[src/rtl/regfile_access_ctrl.sv]
// Command/response front end for a 1-write/1-read register file with a combinational read path.
// It serialises single writes, single reads and whole-file dumps onto the regfile port set.
module regfile_access_ctrl #(
   parameter int ADDR_WIDTH = 2,
   parameter int DATA_WIDTH = 8
) (
   input  logic                  clk,
   input  logic                  reset,
   input  logic                  cmd_valid,
   output logic                  cmd_ready,
   input  logic                  cmd_write,
   input  logic                  cmd_dump,
   input  logic [ADDR_WIDTH-1:0] cmd_address,
   input  logic [DATA_WIDTH-1:0] cmd_data,
   output logic                  rsp_valid,
   input  logic                  rsp_ready,
   output logic [ADDR_WIDTH-1:0] rsp_address,
   output logic [DATA_WIDTH-1:0] rsp_data,
   output logic                  rsp_last,
   output logic                  busy,
   output logic [ADDR_WIDTH-1:0] rf_write_address,
   output logic [DATA_WIDTH-1:0] rf_write_data,
   output logic                  rf_write_enable,
   output logic [ADDR_WIDTH-1:0] rf_read_address,
   input  logic [DATA_WIDTH-1:0] rf_read_data
);

   localparam logic [ADDR_WIDTH-1:0] LAST_ADDR = {ADDR_WIDTH{1'b1}};

   typedef enum logic [2:0] {IDLE, WRITE, READ, RESP, DREAD, DRESP} state_t;

   state_t                state;
   logic [ADDR_WIDTH-1:0] ptr;

   assign busy = (state != IDLE);

   // A transfer happens on a rising clk edge where valid and ready are both high;
   // rsp_* are held unchanged while rsp_valid is high and rsp_ready is low.
   always_ff @(posedge clk or posedge reset) begin
      if (reset) begin
         state            <= IDLE;
         ptr              <= '0;
         cmd_ready        <= 1'b0;
         rsp_valid        <= 1'b0;
         rsp_address      <= '0;
         rsp_data         <= '0;
         rsp_last         <= 1'b0;
         rf_write_address <= '0;
         rf_write_data    <= '0;
         rf_write_enable  <= 1'b0;
         rf_read_address  <= '0;
      end else begin
         case (state)
            IDLE: begin
               cmd_ready <= 1'b1;
               if (cmd_valid && cmd_ready) begin
                  cmd_ready <= 1'b0;
                  if (cmd_dump) begin
                     ptr             <= '0;
                     rf_read_address <= '0;
                     state           <= DREAD;
                  end else if (cmd_write) begin
                     rf_write_enable  <= 1'b1;
                     rf_write_address <= cmd_address;
                     rf_write_data    <= cmd_data;
                     state            <= WRITE;
                  end else begin
                     rf_read_address <= cmd_address;
                     state           <= READ;
                  end
               end
            end
            WRITE: begin
               rf_write_enable <= 1'b0;
               cmd_ready       <= 1'b1;
               state           <= IDLE;
            end
            READ: begin
               rsp_data    <= rf_read_data;
               rsp_address <= rf_read_address;
               rsp_last    <= 1'b1;
               rsp_valid   <= 1'b1;
               state       <= RESP;
            end
            RESP: begin
               if (rsp_ready) begin
                  rsp_valid <= 1'b0;
                  rsp_last  <= 1'b0;
                  cmd_ready <= 1'b1;
                  state     <= IDLE;
               end
            end
            DREAD: begin
               rsp_data    <= rf_read_data;
               rsp_address <= rf_read_address;
               rsp_last    <= (ptr == LAST_ADDR);
               rsp_valid   <= 1'b1;
               state       <= DRESP;
            end
            DRESP: begin
               if (rsp_ready) begin
                  rsp_valid <= 1'b0;
                  rsp_last  <= 1'b0;
                  // ptr stops at the last register instead of wrapping
                  if (ptr == LAST_ADDR) begin
                     cmd_ready <= 1'b1;
                     state     <= IDLE;
                  end else begin
                     ptr             <= ptr + 1'b1;
                     rf_read_address <= ptr + 1'b1;
                     state           <= DREAD;
                  end
               end
            end
            default: state <= IDLE;
         endcase
      end
   end

endmodule

[config.mk]
export PLATFORM = sky130hd
export DESIGN_NAME = regfile_access_ctrl
export DESIGN_NICKNAME = d
export VERILOG_FILES = /design/src/rtl/regfile_access_ctrl.sv
export SDC_FILE = /design/constraint.sdc
export NUM_CORES = 1
export LEC_CHECK = 0
export CAP_MARGIN = 40
export CORE_ASPECT_RATIO = 1.2
export CORE_MARGIN = 5
export CORE_UTILIZATION = 43
export DETAILED_ROUTE_END_ITERATION = 8
export HOLD_SLACK_MARGIN = 0.06
export PLACE_DENSITY = 0.86
export SYNTH_ARGS = -nofsm -noshare
export SYNTH_HDL_FRONTEND = slang
export SYNTH_SLANG_ARGS = --single-unit
[constraint.sdc]
create_clock -name clk -period 2.11 [get_ports clk]
set_input_delay 0.422 -clock clk [delete_from_list [all_inputs] [get_ports clk]]
set_output_delay 0.422 -clock clk [all_outputs]
set_load 0.01 [all_outputs]
==> impl_metrics.py <==
metrics = {
    "logic_synthesis": {
        "synth_largest_area_cell": "dfrtp_1",
        "synth_edf_count": 0,
        "synth_fp_nets": 133,
        "syn_inst": 108,
        "syn-cell-area_um2": 1380,
        "yosysWarnings": 0,
        "synth-seq-area-share_pct": 56.2,
        "async_reset_ff_share_pct": 100,
        "syn_avg_cell_area_um2": 12.8,
        "synth_area_leaders": "dfrtp_1, mux2_2, mux2_1",
        "ys.flop_type": "dfrtp_1",
        "synth_top_area_share_pct": 56.2,
        "ys_types": 30,
        "synth_common_cells": "dfrtp_1, mux2_2, mux2_1",
        "ys_ff_latch": 31,
        "synthMostInstantiatedCell": "dfrtp_1",
    },
    "pwr": {
        "p_int_w": 0.00200,
        "ir_drop_v": 0.000872,
        "leakagePower_nw": 0.912,
        "power.switching_w": 0.000988,
        "power.density_nw_per_um2": 1460,
        "switching_share_pct": 33.1,
        "seqPwrFrac_pct": 34.9,
        "clkPwrFrac_pct": 16.0,
        "report.power.total_w": 0.00299,
        "pwr-share-comb_pct": 49.1,
    },
    "die": {
        "fp.dieH_um": 72.1,
        "dieArea_um2": 4450,
        "initial_core_util_pct": 44.8,
        "io_pins": 51,
        "num_rows": 22,
        "die_w_um": 61.7,
        "core-area_um2": 3080,
    },
    "detailed_routing": {
        "route.detailed.drc": 0,
        "drt_iter0_markers": 16,
        "antenna_left": 0,
        "avgViaCountPerCell": 5.20,
        "drt_wl_total_um": 3330,
        "num_vias": 1065,
        "drtPass1Iterations": 4,
        "wl_per_cell_um": 16.2,
    },
    "setup_path": {
        "slowest_delay_ns": 0.44,
        "crit_path_end_kind": "output port",
        "path_delay_family": "simple AND/OR/NAND/NOR gates",
        "ff2ff_path_depth": 5,
        "crit_chain": "or3_1, dlymetal6s2s_1",
        "r2r_slack_ns": 0.47,
        "critPathKind": "reg2out",
        "path_depth": 2,
        "cp.arrival_ns": 1.35,
        "crit_required_ns": 1.69,
        "startpoint_type": "flip-flop",
        "path_max_fanout": 3,
        "worst-path-buf-inv": 1,
        "cp_slowest_cell": "or3_1",
    },
    "timing": {
        "worstMarginPinSlew_ns": 0.379,
        "rsz0062_at_grt": "no",
        "fmax_ghz": 0.565,
        "fin_ws_ns": 0.341,
        "finalSetupTns_ns": 0,
        "final.min_clock_period_ns": 1.77,
        "slew_headroom_pct": 74.8,
        "setup_violations": 0,
        "skew_ns": 0.00470,
        "finalCritPeriodShare_pct": 83.8,
        "slew_violations": 0,
        "finalHoldViolCount": 0,
    },
    "grt": {
        "grt_pass1_vias": 1211,
        "grt_overflow_total": 0,
        "grt_pass1_wl_um": 5870,
        "antenna_found_initial": 0,
        "grt_max_degree": 32,
        "grt_use_total_pct": 17.9,
    },
    "placement": {
        "dp_hpwl_um": 2520,
        "placed_cell_area_um2": 1950,
        "io_buffers": 50,
        "pre_cts_ws_ns": 0.145,
        "gp_congestion": 0.847,
    },
    "finish": {
        "syn_to_final_growth_pct": 47.9,
        "n_antenna_cell": 0,
        "drive_gt1_share_pct": 18.9,
        "final_area_um2": 2040,
        "nNetsFinal": 193,
    },
    "flow_run": {
        "maxCapViolCount": 0,
    },
    "run_status": {
        "status": "complete, no violations",
    },
    "clock_tree": {
        "ctsHoldBuffers": 0,
        "cts_tree": "done",
        "cts.sinks": 31,
        "htree_levels": 2,
        "clk_pin_slew_worst_paths_ns": 0.10,
        "clockBufferDepth": 2,
        "root_buffer": "clkbuf_4",
        "clk_latency_ns": 0.32,
        "cts_buffers": 5,
    },
    "worst_hold_path": {
        "hold_class": "in2async",
    },
}
## final timing paths
path                                  start                 end
setup / recovery                   state[2]                busy
hold / removal                        reset    rf_write_data[3]
setup reg to reg                   state[2]  rf_read_address[0]
hold reg to reg            rf_write_data[3]    rf_write_data[3]
max in group asynchronous             reset              ptr[0]
min in group clk           rf_write_data[3]    rf_write_data[3]
## layout make-up
cell class                      instances  area, µm²
Fill cell                             228       1040
Clock buffer                            6       51.3
Clock inverter                          2       35.0
Sequential cell                        31        776
Tap cell                               36       45.0
Multi-Input combinational cell         68        559
Timing Repair Buffer                   57        556
Inverter                                5       18.8
## cells by family after synthesis
family,synth area share [%]
multiplexers,19.5
XOR/XNOR,0.635
AO/OA/AOI/OAI,8.79
flip-flops,56.2
buffers and inverters,3.26
AND/OR/NAND/NOR,10.7
adder cells (fa/ha/maj),0.906
## power groups by stage
stage,Combinational [W],Sequential (W),Clock [W]
global placement,0.00143,0.00103,0
floorplan,0.000664,0.00114,0
finish,0.00147,0.00104,0.000478
detailed placement,0.00147,0.00106,0
CTS,0.00149,0.00105,0.000495
global route,0.00159,0.00109,0.000521
## metrics by stage
| stage | utilization (%) | instances | hold slack, ns |
|---|---|---|---|
| floorplan | - | 108 | 0.453 |
| global placement | 63.3 | 197 | 0.465 |
| detailed placement | 63.3 | 197 | 0.486 |
| CTS | 66.1 | 205 | 0.479 |
| global route | 66.2 | 205 | 0.499 |
| finish | 66.2 | 205 | 0.486 |
## flip-flops by register name, summed over array words and instances, names as in the netlist
register          cells
rf_write_data         8
rsp_valid             1
ptr                   2
rsp_last              1
rf_read_address       2
state                 3
rsp_address           2
rf_write_enable       1
rsp_data              8
cmd_ready             1
rf_write_address      2
## routing by layer
| layer | GRT usage [%] | part of all wire, % | vias to the layer above |
|---|---|---|---|
| li1 | - | - | 497 |
| met1 | 21.0 | 38 | 513 |
| met2 | 28.9 | 53 | 49 |
| met3 | 6.23 | 8.4 | 6 |
| met4 | 7.78 | 1.4 | 0 |
| met5 | 0 | 0 | - |
## tightest hold or removal path: stages
cell	delay, ns
clkdlybuf4s50_1	0.41
inv_1	0.05
buf_4	0.34
## cells in the final DEF (no fill, tap or decap), types with 2 or more instances in the layout
cell type        count
mux2_2              12
or3_1                2
a21o_1               3
buf_4                7
a21oi_1              5
nor2_1               5
a22oi_1              2
clkbuf_4             5
clkdlybuf4s50_1     49
inv_1                5
nand2_1              5
mux2_1              11
o21ai_0              4
nor3_1               3
dfrtp_1             31
## timing repair
action                                  4_1_cts  5_1_grt
endpoints found under the setup margin        0        1
setup buffers                                 0        0
gates resized for setup                       0        1
(Power assumes the default switching activity.)
